<file path="src/rtl/ps2_host_tx_if.sv">
// Host-side command handshake for the PS/2 transmitter.
// master = command source, slave = ps2_host_tx.
interface ps2_host_tx_if;
    logic [7:0] tx_data;
    logic       tx_valid;
    logic       tx_ready;
    logic       busy;
    logic       done;
    logic       ack_err;
    logic       timeout;

    modport master (
        output tx_data,
        output tx_valid,
        input  tx_ready,
        input  busy,
        input  done,
        input  ack_err,
        input  timeout
    );

    modport slave (
        input  tx_data,
        input  tx_valid,
        output tx_ready,
        output busy,
        output done,
        output ack_err,
        output timeout
    );
endinterface

</file>
<file path="src/rtl/ps2_host_tx.sv">
// Host-to-device PS/2 command transmitter.
// Open-drain only: *_oe=1 pulls a line low, 0 releases it.
module ps2_host_tx #(
    parameter int INHIBIT_CYCLES = 5000,
    parameter int FILTER_LEN     = 8,
    parameter int TIMEOUT_CYCLES = 1000000
) (
    input  logic         clk,
    input  logic         rst_n,
    ps2_host_tx_if.slave tx,
    input  logic         ps2clk,
    input  logic         ps2data,
    output logic         ps2clk_oe,
    output logic         ps2data_oe
);

    localparam int INH_W = $clog2(INHIBIT_CYCLES + 1);
    localparam int FLT_W = $clog2(FILTER_LEN + 1);
    localparam int TO_W  = $clog2(TIMEOUT_CYCLES + 1);

    localparam logic [INH_W-1:0] INH_LAST = INH_W'(INHIBIT_CYCLES - 1);
    localparam logic [FLT_W-1:0] FLT_LAST = FLT_W'(FILTER_LEN - 1);
    localparam logic [TO_W-1:0]  TO_LAST  = TO_W'(TIMEOUT_CYCLES - 1);

    typedef enum logic [2:0] {
        S_IDLE,
        S_INHIBIT,
        S_REQ,
        S_SEND,
        S_ACK,
        S_WAITIDLE
    } state_t;

    state_t            state_q, state_d;
    logic              clk_meta_q, clk_sync_q;
    logic              dat_meta_q, dat_sync_q;
    logic              filt_q, filt_d;
    logic [FLT_W-1:0]  fcnt_q, fcnt_d;
    logic              fall;
    logic [INH_W-1:0]  cnt_q, cnt_d;
    logic [TO_W-1:0]   to_q, to_d;
    logic [9:0]        shift_q, shift_d;
    logic [3:0]        bit_q, bit_d;
    logic              clk_oe_q, clk_oe_d;
    logic              dat_oe_q, dat_oe_d;
    logic              err_q, err_d;
    logic              done_q, done_d;
    logic              aerr_q, aerr_d;
    logic              tout_q, tout_d;
    logic              in_to;

    // Two-flop synchronizers; idle bus level is high.
    always_ff @(posedge clk or negedge rst_n) begin
        if (!rst_n) begin
            clk_meta_q <= 1'b1;
            clk_sync_q <= 1'b1;
            dat_meta_q <= 1'b1;
            dat_sync_q <= 1'b1;
        end else begin
            clk_meta_q <= ps2clk;
            clk_sync_q <= clk_meta_q;
            dat_meta_q <= ps2data;
            dat_sync_q <= dat_meta_q;
        end
    end

    // Clock deglitch: accept a new level after FILTER_LEN agreeing samples.
    always_comb begin
        filt_d = filt_q;
        fcnt_d = '0;
        fall   = 1'b0;
        if (clk_sync_q != filt_q) begin
            if (fcnt_q == FLT_LAST) begin
                filt_d = clk_sync_q;
                fall   = filt_q & ~clk_sync_q;
            end else begin
                fcnt_d = fcnt_q + 1'b1;
            end
        end
    end

    // Filter state.
    always_ff @(posedge clk or negedge rst_n) begin
        if (!rst_n) begin
            filt_q <= 1'b1;
            fcnt_q <= '0;
        end else begin
            filt_q <= filt_d;
            fcnt_q <= fcnt_d;
        end
    end

    // Timeout window covers the device-clocked part of the transfer.
    assign in_to = (state_q == S_SEND) ||
                   (state_q == S_ACK)  ||
                   (state_q == S_WAITIDLE);

    // Transfer sequencing, line control and status pulses.
    always_comb begin
        state_d  = state_q;
        cnt_d    = cnt_q;
        to_d     = to_q;
        shift_d  = shift_q;
        bit_d    = bit_q;
        clk_oe_d = clk_oe_q;
        dat_oe_d = dat_oe_q;
        err_d    = err_q;
        done_d   = 1'b0;
        aerr_d   = 1'b0;
        tout_d   = 1'b0;

        if (in_to && (to_q == TO_LAST)) begin
            clk_oe_d = 1'b0;
            dat_oe_d = 1'b0;
            tout_d   = 1'b1;
            state_d  = S_IDLE;
        end else begin
            unique case (state_q)
                S_IDLE: begin
                    clk_oe_d = 1'b0;
                    dat_oe_d = 1'b0;
                    if (tx.tx_valid) begin
                        shift_d  = {1'b1, ~^tx.tx_data, tx.tx_data};
                        cnt_d    = '0;
                        err_d    = 1'b0;
                        clk_oe_d = 1'b1;
                        state_d  = S_INHIBIT;
                    end
                end
                S_INHIBIT: begin
                    clk_oe_d = 1'b1;
                    if (cnt_q == INH_LAST) begin
                        dat_oe_d = 1'b1;
                        state_d  = S_REQ;
                    end else begin
                        cnt_d = cnt_q + 1'b1;
                    end
                end
                S_REQ: begin
                    clk_oe_d = 1'b0;
                    dat_oe_d = 1'b1;
                    to_d     = '0;
                    bit_d    = '0;
                    state_d  = S_SEND;
                end
                S_SEND: begin
                    to_d = to_q + 1'b1;
                    if (fall) begin
                        dat_oe_d = ~shift_q[0];
                        shift_d  = {1'b0, shift_q[9:1]};
                        bit_d    = bit_q + 1'b1;
                        if (bit_q == 4'd9) begin
                            state_d = S_ACK;
                        end
                    end
                end
                S_ACK: begin
                    to_d = to_q + 1'b1;
                    if (fall) begin
                        err_d   = dat_sync_q;
                        state_d = S_WAITIDLE;
                    end
                end
                S_WAITIDLE: begin
                    to_d = to_q + 1'b1;
                    if (filt_q && dat_sync_q) begin
                        done_d  = 1'b1;
                        aerr_d  = err_q;
                        state_d = S_IDLE;
                    end
                end
                default: begin
                    clk_oe_d = 1'b0;
                    dat_oe_d = 1'b0;
                    state_d  = S_IDLE;
                end
            endcase
        end
    end

    // State, counters and registered line/status outputs.
    always_ff @(posedge clk or negedge rst_n) begin
        if (!rst_n) begin
            state_q  <= S_IDLE;
            cnt_q    <= '0;
            to_q     <= '0;
            shift_q  <= '0;
            bit_q    <= '0;
            clk_oe_q <= 1'b0;
            dat_oe_q <= 1'b0;
            err_q    <= 1'b0;
            done_q   <= 1'b0;
            aerr_q   <= 1'b0;
            tout_q   <= 1'b0;
        end else begin
            state_q  <= state_d;
            cnt_q    <= cnt_d;
            to_q     <= to_d;
            shift_q  <= shift_d;
            bit_q    <= bit_d;
            clk_oe_q <= clk_oe_d;
            dat_oe_q <= dat_oe_d;
            err_q    <= err_d;
            done_q   <= done_d;
            aerr_q   <= aerr_d;
            tout_q   <= tout_d;
        end
    end

    assign ps2clk_oe   = clk_oe_q;
    assign ps2data_oe  = dat_oe_q;
    assign tx.tx_ready = (state_q == S_IDLE);
    assign tx.busy     = (state_q != S_IDLE);
    assign tx.done     = done_q;
    assign tx.ack_err  = aerr_q;
    assign tx.timeout  = tout_q;

endmodule
</file>
<file path="src/flat_wrapper.sv">
// flat-port wrapper written by rule: the top's interface ports become plain ports
module ps2_host_tx_flat 
#(
    parameter int INHIBIT_CYCLES = 5000,
    parameter int FILTER_LEN     = 8,
    parameter int TIMEOUT_CYCLES = 1000000
)
  (clk, rst_n, ps2clk, ps2data, ps2clk_oe, ps2data_oe, tx_tx_data, tx_tx_valid, tx_tx_ready, tx_busy, tx_done, tx_ack_err, tx_timeout);
  ps2_host_tx_if tx_i ();
  input  logic clk;
  input  logic rst_n;
  input  logic ps2clk;
  input  logic ps2data;
  output logic ps2clk_oe;
  output logic ps2data_oe;
  input wire logic [$bits(tx_i.tx_data)-1:0] tx_tx_data;
  input wire logic [$bits(tx_i.tx_valid)-1:0] tx_tx_valid;
  output wire logic [$bits(tx_i.tx_ready)-1:0] tx_tx_ready;
  output wire logic [$bits(tx_i.busy)-1:0] tx_busy;
  output wire logic [$bits(tx_i.done)-1:0] tx_done;
  output wire logic [$bits(tx_i.ack_err)-1:0] tx_ack_err;
  output wire logic [$bits(tx_i.timeout)-1:0] tx_timeout;
  assign tx_i.tx_data = tx_tx_data;
  assign tx_i.tx_valid = tx_tx_valid;
  assign tx_tx_ready = tx_i.tx_ready;
  assign tx_busy = tx_i.busy;
  assign tx_done = tx_i.done;
  assign tx_ack_err = tx_i.ack_err;
  assign tx_timeout = tx_i.timeout;
  ps2_host_tx #(.INHIBIT_CYCLES(INHIBIT_CYCLES), .FILTER_LEN(FILTER_LEN), .TIMEOUT_CYCLES(TIMEOUT_CYCLES)) u_core (.clk(clk), .rst_n(rst_n), .tx(tx_i), .ps2clk(ps2clk), .ps2data(ps2data), .ps2clk_oe(ps2clk_oe), .ps2data_oe(ps2data_oe));
endmodule
</file>
<file path="config.mk">
export PLATFORM = sky130hd
export DESIGN_NAME = ps2_host_tx_flat
export DESIGN_NICKNAME = d
export VERILOG_FILES = /design/src/rtl/ps2_host_tx_if.sv /design/src/rtl/ps2_host_tx.sv /design/src/flat_wrapper.sv
export SDC_FILE = /design/constraint.sdc
export NUM_CORES = 1
export LEC_CHECK = 0
export ABC_AREA = 1
export CAP_MARGIN = 20
export CORE_MARGIN = 1
export CORE_UTILIZATION = 45
export DETAILED_ROUTE_END_ITERATION = 8
export PLACE_DENSITY = 0.59
export SKIP_LAST_GASP = 1
export SYNTH_ARGS = -nofsm -noshare
export SYNTH_HDL_FRONTEND = slang
export SYNTH_SLANG_ARGS = --single-unit
</file>
<file path="constraint.sdc">
create_clock -name clk -period 2.9 [get_ports clk]
set_clock_uncertainty 0.2 [all_clocks]
set_input_delay 0.58 -clock clk [delete_from_list [all_inputs] [get_ports clk]]
set_output_delay 0.58 -clock clk [all_outputs]
set_load 0.05 [all_outputs]
</file>
Word level (Yosys, flattened, before mapping)
Index checks and enable logic that the tools add are counted.
Widths: inputs -> output; s select.
{"block": "op_classes", "n_addsub": 4, "n_eq_ne": 22, "bitwise_logic": 4, "div": 0, "order_cmp": 0, "shifts": 0, "muxes": 38, "reduce_logical": 22, "n_mul": 0}
{"op": "$pmux 20 s2", "n": 1}
{"op": "$mux 13", "n": 2}
{"op": "$pmux 13 s2", "n": 1}
{"op": "$mux 3", "n": 7}
{"op": "$add 20x1->20 const B", "n": 1}
{"op": "$eq 20x20->1 const B", "n": 1}
{"op": "$mux 10", "n": 2}
{"op": "$pmux 10 s2", "n": 1}
{"op": "$pmux 3 s6", "n": 1}
{"op": "$mux 1", "n": 16}
{"op": "$add 13x1->13 const B", "n": 1}
{"op": "$eq 13x13->1 const B", "n": 1}
{"op": "$mux 4", "n": 3}
{"op": "$reduce_and 4->1", "n": 3}
{"op": "$reduce_bool 2->1", "n": 5}
{"op": "$ne 3x2->1 const B", "n": 3}
{"op": "$add 4x1->4 const B", "n": 2}
{"op": "$ne 2x1->1 const B", "n": 4}
{"op": "$pmux 4 s2", "n": 1}
{"op": "$reduce_xnor 8->1", "n": 1}
{"op": "$eq 3x2->1 const B", "n": 2}
{"op": "$eq 3x3->1 const B", "n": 2}
{"op": "$ne 3x3->1 const B", "n": 2}
{"op": "$reduce_and 3->1", "n": 2}
{"op": "other kinds (19)", "n": 25}
{"block": "totals", "latch_bits": 0, "mem_bits_rw": 0, "out_inout_bits": 7, "register_bits": 65, "word_cells": 107, "memories": 0, "rom_bits": 0}

Longest topological paths before layout
{"block": "depth", "ltp_word": 7, "mapped_depth": 11, "ltp_nobuf": 10}

Worst setup path after synthesis
Ideal clock, no wire load.
{"block": "synth_path", "kind": "reg2out", "startpoint": "register u_core.state_q[1]", "endpoint": "output port tx_busy", "slack_ns": 0.619, "stages_incl_launch_ff": 6, "arrival_time_ns": 1.501, "required_ns": 2.120, "cell_sequence": "dfrtp_1 buf_6 nor2_4 inv_1 nor2_2 inv_1"}
{"block": "synth_via", "elab_chain_len": 1}
{"element": "start: declaration", "line": "ps2_host_tx.sv:34", "source": "state_t state_q, state_d;"}
{"element": "start signal: assignment", "line": "ps2_host_tx.sv:196", "source": "state_q <= state_d;"}
{"element": "$reduce_bool 3->1", "line": "ps2_host_tx.sv:213", "source": "assign tx.busy = (state_q != S_IDLE);"}
{"element": "end: declaration", "line": "flat_wrapper.sv:19", "source": "output wire logic [$bits(tx_i.busy)-1:0] tx_busy;"}
No other way between the ends.

Worst setup path after layout
{"block": "layout_path", "startpoint": "register u_core.state_q[2]", "endpoint": "output port tx_tx_ready"}
{"block": "layout_via", "elab_chain_len": 1}
{"element": "$logic_not 3->1", "line": "ps2_host_tx.sv:212", "source": "assign tx.tx_ready = (state_q == S_IDLE);"}
{"element": "end: declaration", "line": "flat_wrapper.sv:18", "source": "output wire logic [$bits(tx_i.tx_ready)-1:0] tx_tx_ready;"}
No other way between the ends.

==> run metrics <==
outcome complete, no violations; Vias/cell 4.893; Yosys top cell area share 36.98%; reg-to-reg setup timing slack 0.84 ns; drt pass-1 iters 4; crit end category primary output; min-delay worst type input port to async pin; largest net degree at the start of global routing 66; number of global-route vias before repair 3263; synth top area cells dfrtp_1, nand2_1, nor2_1; crit path time final 2.618 ns; worst setup margin 0.2823 ns; Worst R2R End u_core.state_q[1]$_DFFE_PN0P_; Die Wd 96.99 microns; Seq/Total Area, Yosys 40.22%; reg2reg path depth 9; Routability Congestion 0.8641; Total Routing Usage GR 19.57%; Ant. Diodes 0; die area 9406 sq um; GRT overflow 0; FF+latch count, synth 65; Clock transition at path regs 0.08 ns; slew of the pin with the lowest slew margin 0.6268 ns; post-synthesis mux area share 0%; Post CTS Setup Buffer Count 0; critical-path maximum fanout 8; routed wire length 8385 microns; TritonCTS buffer count 9; Leak 2.190 nW; Fin. Hold Viols 0; Post-Synth XOR/XNOR Area 4.314%; Post-synth EDFFs 0; Initial Utilization 46.56%; setup tns final 0 ns; via count 3464; IO buf count 19; pwr/cell area 736.2 nW/um^2; max-slew violations 0; Slew HR 58.06%; Req. time, crit path 2.12 ns; Peak VDD IR 466.1 uV; share of cells above drive strength 1 10.17%; Synth Area in Compound Gates 5.208%; Post-Syn Instances 573; clk sinks 65; Post-synth ARST share 100.0%; r2r startpoint u_core.state_q[1]$_DFFE_PN0P_; worst skew pair latency 0.34 ns; worst setup path category register to primary output; final setup fails 0; nets@finish 615; Adder-Cell Fraction of Synth Area 2.157%; mapped cell area 4060 sq um; drt drc 0; first-pass GRT wire length 14930 microns; row cnt 34; largest family of logic cells by synthesized area simple AND/OR/NAND/NOR gates; Startpoint Class register; core area 8721 sq um; detailed-placement wirelength estimate 6088 microns; syn nets 593; worst slack, placed 0.3660 ns; clock buffer depth 2; Final Cycle Share 90.27%; Post-Synth Simple-Gate Area 40.18%; YS warnings 0; Mean Syn Cell Area 7.086 sq um; WL/cell 11.84 microns; ys flop type dfrtp_1; initial antenna violation count 0; Boundary Pins 20; clock tree root driver cell clkbuf_8; RSZ-0062 raised after global routing false; count of cell types in the netlist 34; Post-DRT Antenna Nets 0; 1st-iter DRT viols 158; MaxCap Viol Count 0; H-tree depth 3; Max Freq 0.3820 GHz; synthesis-to-layout area growth 11.80%; most area-hungry cell type in the Yosys netlist dfrtp_1; DIE HEIGHT 96.99 microns; CTS tree built; # hold bufs at CTS 0; CP Data Arrival Time 1.84 ns
-- what timing repair did --
action	CTS	global route
gates cloned	0	0
endpoints found under the setup margin	1	1
pin swaps	0	0
gates resized for setup	1	1
-- cell type report --
type	count	area, sq um
Clock buffer	11	151.4
Clock inverter	5	62.56
Fill cell	866	4182
Inverter	58	222.7
Multi-Input combinational cell	438	2106
Sequential cell	65	1633
Tap cell	108	135.1
Timing Repair Buffer	23	229.0
-- flip-flops by register name (all words and copies together) (netlist names) --
name and cells:
u_core.bit_q 4, u_core.clk_meta_q 1, u_core.clk_sync_q 1, u_core.cnt_q 13, u_core.dat_meta_q 1, u_core.dat_sync_q 1, u_core.err_q 1, u_core.fcnt_q 4
u_core.filt_q 1, u_core.ps2clk_oe 1, u_core.ps2data_oe 1, u_core.shift_q 10, u_core.state_q 3, u_core.to_q 20, u_core.tx.ack_err 1, u_core.tx.done 1
u_core.tx.timeout 1
-- cells by family (layout without fill, tap and decap cells) --
| kind of cell | after synthesis | after routing |
|---|---|---|
| simple gates | 372 | 372 |
| flops | 65 | 65 |
| xor+xnor | 20 | 20 |
| buf+inv | 70 | 97 |
| compound gates | 39 | 39 |
| fa+ha+maj | 7 | 7 |
-- stage by stage --
stage | power, mW | std cells | cell area [sq um] | utilization [%] | hold slack (ns)
finish | 3.342 | 708 | 4539 | 52.05 | 0.04578
global route | 3.604 | 708 | 4539 | 52.05 | 0.08386
CTS | 3.396 | 708 | 4537 | 52.02 | 0.04795
detailed placement | 2.561 | 692 | 4324 | 49.58 | 0.1472
global placement | 2.541 | 692 | 4324 | 49.58 | 0.1463
floorplan | 2.284 | 573 | 4060 | - | 0.08441
-- critical path, stage by stage (launching register included) --
cell and delay, ns:
dfrtp_1 0.54, nor2_4 0.16, inv_1 0.08, nor2_2 0.16
dlygate4sd2_1 0.55
-- routing by layer --
layer / up-vias / wire length, microns / track usage (%)
li1: 1831 / - / -
met2: 48 / 3736 / 31.09
met3: 4 / 285 / 3.107
met4: 0 / 61 / 6.544
met5: - / 0 / 0
met1: 1581 / 4301 / 27.21
-- power by group --
group / total, mW / switching [mW] / internal [mW] / leakage [nW]
logic: 1.29 / 0.874 / 0.418 / 1.23
clock network: 0.828 / 0.380 / 0.448 / 0.102
registers: 1.22 / 0.141 / 1.08 / 0.858
total: 3.34 / 1.39 / 1.95 / 2.19
-- worst max path at each step --
stage | startpoint | end | cells after the start
6_report | u_core.state_q[2]$_DFFE_PN0P_ | tx_tx_ready | 4
5_1_grt | u_core.state_q[2]$_DFFE_PN0P_ | tx_tx_ready | 4
4_1_cts | u_core.state_q[2]$_DFFE_PN0P_ | tx_busy | 5
3_5_place_dp | u_core.state_q[2]$_DFFE_PN0P_ | tx_tx_ready | 4
3_3_place_gp | u_core.state_q[2]$_DFFE_PN0P_ | tx_tx_ready | 4
2_1_floorplan | u_core.state_q[1]$_DFFE_PN0P_ | tx_busy | 5
-- cells in the mapped netlist (2+ instances only) --
cell type,count
ha_1,7
dfrtp_1,60
nand3b_1,2
o21ai_0,20
xor2_1,16
nand3_1,42
o21ai_1,13
nor2_1,57
xnor2_1,4
buf_6,6
inv_2,7
nand4_1,7
inv_4,2
nand2_1,229
nor3_1,8
nand2_2,2
inv_1,49
nor2_2,6
or2_2,5
nor2_4,4
dfstp_2,5
nand3_4,2
buf_2,4
a21oi_1,3
nand2_4,4
-- placed cells by master (no fill, tap or decap), types with 2 or more instances in the layout --
cell	instances
nand2_4	4
xor2_1	16
buf_4	3
nand3_4	2
dfstp_2	5
ha_1	7
nor2_2	6
clkbuf_8	11
inv_4	2
inv_1	49
nor2_1	57
nor2_4	4
nand4_1	7
or2_2	5
dfrtp_1	60
xnor2_1	4
nor3_1	8
nand3b_1	2
o21ai_1	13
a21oi_1	3
clkinvlp_4	2
nand2_2	2
nand2_1	229
clkdlybuf4s50_1	16
inv_2	7
o21ai_0	20
nand3_1	42
Power figures use the tool's default switching activity.
==> RTL edit 1 (config.mk and constraints unchanged) <==
`INHIBIT_CYCLES` is set to 5000 in 2 places; all go to 1250.
--- a/src/rtl/ps2_host_tx.sv
+++ b/src/rtl/ps2_host_tx.sv
@@ -2,5 +2,5 @@
 // Open-drain only: *_oe=1 pulls a line low, 0 releases it.
 module ps2_host_tx #(
-    parameter int INHIBIT_CYCLES = 5000,
+    parameter int INHIBIT_CYCLES = 1250,
     parameter int FILTER_LEN     = 8,
     parameter int TIMEOUT_CYCLES = 1000000
--- a/src/flat_wrapper.sv
+++ b/src/flat_wrapper.sv
@@ -2,5 +2,5 @@
 module ps2_host_tx_flat 
 #(
-    parameter int INHIBIT_CYCLES = 5000,
+    parameter int INHIBIT_CYCLES = 1250,
     parameter int FILTER_LEN     = 8,
     parameter int TIMEOUT_CYCLES = 1000000
Function: same outputs for any inputs over 10 cycles, from zero or initial values and one cycle with rst_n low; that may be too few to reach the edited logic, so the function may still have changed.
==> RTL edit 1 against the original RTL <==
Die area fell by 5.1%; largest power group unchanged; sequential share of layout area grew 0.52 points; count of clock-buffer cells in the layout unchanged; critical path type unchanged; largest cell class unchanged; critical endpoint is now tx_busy; worst setup slack got worse by 0.093 ns; power fell by 0.17%; highest routed layer unchanged; hold slack got worse by 0.032 ns; final area decreased by 4.4%; area after synthesis shrank 5.2%; maximum frequency down 3.4%; sequential cell count shrank 2; routed wire length decreased by 1.4%.
==> RTL edit 1: results (changes against the original RTL) <==
Layout
The fill cell instance count of the final layout came to 849 (-2.0%). The proportion of layout cells with a drive suffix above 1 is 8.96% (-1.2 points). The number of nets in the layout is 585 (-4.9%). The largest registers in the layout are u_core.to_q: 20 flops, u_core.cnt_q: 11 flops, u_core.shift_q: 10 flops.

GRT
The all-layer global routing usage was 20.5% (+0.95 points). The first-pass GRT wire length is 14200 um (-4.8%).

Worst setup path
The data arrival time of the worst path is 1.93 ns (+0.09 ns). In this run the critical register-to-register path is launched from u_core.to_q[0]. The most critical setup path has its startpoint at u_core.state_q[0]. The largest fanout on the critical path is 10 (+2).

Following the worst setup path forward leads to its endpoint at tx_busy. The setup slack of the most critical reg-to-reg path is 0.66 ns (-0.18 ns). The slowest stage cell on the critical path is clkdlybuf4s50_1.

Logic synthesis
Counting instances in the post-synthesis netlist gives the leading cell types as nand2_1, dfrtp_1, inv_1. The sequential element share of the synthesized area is 41.1% (+0.92 points). The post-synthesis compound-gate area fraction is 8.07% (+2.9 points). The xor-xnor portion of the synthesized cell area is 3.19% (-1.1 points). The post-synth net total is 564 (-4.9%).

Timing
The final worst hold slack is 0.0136 ns (-0.0322 ns). The actual slew at the worst max-slew pin was 0.684 ns (+0.0574 ns). The maximum clock frequency was 369 MHz (-3.4%).

Power
The peak supply drop was 0.484 mV (+3.9%). The share of total power in the clock network is 26.0% (+1.2 points).

Detailed routing
The via density per instance is 4.94 (+0.98%). The average wire per standard cell came to 12.3 um (+3.5%).

Run status
The run finished with clean final reports.

Clocking
The number of instances resized during post-cts repair is 0 (-1).
-- RTL edit 1: area by class of cell --
type / count / area [sq um] / area share [%]
repair buffers: 22 / 218 / 5.02
inverters: 61 / 229 / 5.28
multi-input cells: 407 / 1950 / 45.1
clock buffers: 11 / 141 / 3.26
flip-flops and latches: 63 / 1580 / 36.5
clock inverters: 5 / 81.3 / 1.87
well taps: 105 / 131 / 3.03
-- RTL edit 1: per-layer routing --
layer | track usage [%] | wire length (um) | part of all wire (%)
met1 | 29.0 | 4260 | 52
met2 | 31.4 | 3640 | 44
met3 | 2.98 | 214 | 2.6
met4 | 8.46 | 147 | 1.8
met5 | 0 | 0 | 0
-- RTL edit 1: stage by stage --
| stage | total power, mW | cell area (sq um) | cells |
|---|---|---|---|
| after floorplan | 2.20 | 3850 | 543 |
| after global placement | 2.47 | 4120 | 658 |
| after detailed placement | 2.49 | 4120 | 658 |
| after CTS | 3.37 | 4340 | 674 |
| final | 3.34 | 4340 | 674 |
| after global routing | 3.60 | 4340 | 674 |
==> RTL edit 2 (config.mk and constraints unchanged) <==
Made on the original files. Encoding of `state_t`: now one-hot (6 bits for 6 states).
--- a/src/rtl/ps2_host_tx.sv
+++ b/src/rtl/ps2_host_tx.sv
@@ -23,11 +23,11 @@
     localparam logic [TO_W-1:0]  TO_LAST  = TO_W'(TIMEOUT_CYCLES - 1);
 
-    typedef enum logic [2:0] {
-        S_IDLE,
-        S_INHIBIT,
-        S_REQ,
-        S_SEND,
-        S_ACK,
-        S_WAITIDLE
+    typedef enum logic [5:0] {
+        S_IDLE     = 6'b000001,
+        S_INHIBIT  = 6'b000010,
+        S_REQ      = 6'b000100,
+        S_SEND     = 6'b001000,
+        S_ACK      = 6'b010000,
+        S_WAITIDLE = 6'b100000
     } state_t;
 
Behaviour: same outputs for any inputs over 10 cycles, from zero or initial values and one cycle with rst_n low; not proved beyond that.
==> RTL edit 2 against the original RTL <==
Worst setup slack worse by 0.13 ns; combinational power up 5%; final area down 0.61%; power up 1.8%; sequential share of layout area up 1.9 points; area after synthesis down 1.0%; maximum frequency down 4.8%; largest cell class unchanged; sequential cell count up 3; routed wire length up 0.95%.
==> RTL edit 2: results (changes against the original RTL) <==
Logic synthesis
The post-synthesis compound-gate area fraction is 8.38% (+3.2 points). The number of library cell types mapped by synthesis was 42 (+24%). By count the netlist is led by nand2_1, dfrtp_1, inv_1. The sequential element share of the synthesized area came to 42.5% (+2.3 points). The xor-xnor portion of the synthesized cell area was 4.58% (+0.26 points). The post-synth net total came to 518 (-13%). The synthesized-area fraction occupied by adder cells is 2.18% (+0.023 points).

The portion of netlist area occupied by mux cells is 2.49% (+2.5 points).

Detailed routing
The wire length on met3 was 248 um (-13%). The number of DRC markers after the initial detailed-route iteration came to 163 (+3.2%). The number of detailed-route iterations in the first pass was 5 (+1). The final wirelength came to 8470 um (+0.95%).

The detailed-routing wirelength on met1 is 4160 um (-3.3%). The via count is 3253 (-6.1%). The wire length on met2 was 3880 um (+3.9%).

GRT
The met1 track demand over resource came to 26.9% (-0.29 points). The global-route met2 utilization is 31.6% (+0.54 points). The pin count of the biggest net entering global routing is 43 (-35%). The global routing usage on met3 is 4.69% (+1.6 points). The first-pass GRT wire length is 14200 um (-5.2%). The all-layer global routing usage was 20.2% (+0.62 points). The number of global-route vias before repair is 3002 (-8.0%).

Power
The static leakage came to 2.16 nW (-1.3%). The peak supply drop is 0.605 mV (+30%).

Worst setup path
The start point of the critical path is u_core.state_q[0]. The source of the worst register-to-register timing path is u_core.to_q[0]. Among all stages on the critical path, the largest delay is contributed by clkdlybuf4s50_1.

The data arrival time of the worst path is 1.97 ns (+0.13 ns). The largest fanout on the critical path is 2 (-6). The delay of the slowest cell on the worst path is 0.73 ns (+0.18 ns). The end point of the critical path is tx_busy. The setup slack of the most critical reg-to-reg path was 0.65 ns (-0.19 ns).

Clocking
The clock latency reported for the late side of the worst-skew pair is 0.36 ns (+0.02 ns). The number of instances resized during post-cts repair is 0 (-1).

Layout
The fill cell instance count of the final layout is 882 (+1.8%). The number of nets in the layout is 544 (-12%). The proportion of layout cells with a drive suffix above 1 was 14.2% (+4.0 points).

Timing
The final critical-path share of the clock period came to 94.9% (+4.6 points). The actual slew at the worst max-slew pin is 0.633 ns (+0.00637 ns).

Run status
The run finished with clean final reports.

Place
The placed wire-length estimate is 6120 um (+0.56%). The minimum setup slack after placement is 0.543 ns (+0.177 ns).
[RTL edit 2: changes by cell type after synthesis, moves of 4 or more]
cell     unedited run  this run
o21ai_1            13         7
mux2i_1             0        10
o21ai_2             0        12
nor2_1             57        52
o22ai_1             0         6
nand2_2             2         8
nand3_1            42        35
inv_2               7         3
nand2_1           229       129
o21ai_0            20        14
buf_6               6         2
nand3_2             0         4
inv_1              49        56
[RTL edit 2: worst register-to-register path, delay by kind of cell, from the launching register on]
family	cells	cell delay, ns
simple gates	6	1.15
fa+ha+maj	1	0.18
buf+inv	1	0.16
flops	1	0.40
compound gates	1	0.07
[RTL edit 2: through the flow]
| stage | hold slack (ns) | std cells | power [mW] | cell area [sq um] | util, % |
|---|---|---|---|---|---|
| finish | 0.0305 | 637 | 3.40 | 4510 | 52.0 |
| global route | 0.0799 | 637 | 3.63 | 4510 | 52.0 |
| CTS | 0.0568 | 637 | 3.44 | 4510 | 52.0 |
| detailed placement | 0.149 | 621 | 2.62 | 4310 | 49.7 |
| global placement | 0.149 | 621 | 2.59 | 4310 | 49.7 |
| floorplan | 0.0844 | 498 | 2.34 | 4020 | - |
[RTL edit 2: layout make-up]
class / instances / area [sq um] / area share, %
tap: 108 / 135 / 3.00
multi-input combinational: 359 / 2000 / 44.3
timing repair buffer: 23 / 225 / 4.99
sequential: 68 / 1710 / 37.9
clock inverter: 6 / 63.8 / 1.41
clock buffer: 10 / 138 / 3.05
inverter: 63 / 241 / 5.35
[RTL edit 2: kinds of logic after synthesis]
logic type	Yosys count
flops	68
mux	10
buf+inv	71
simple gates	268
fa+ha+maj	7
compound gates	53
xor+xnor	21
[RTL edit 2: report_power, final]
group | internal [mW] | switching, mW
Combinational | 0.440 | 0.912
Clock | 0.419 | 0.390
Sequential | 1.12 | 0.122
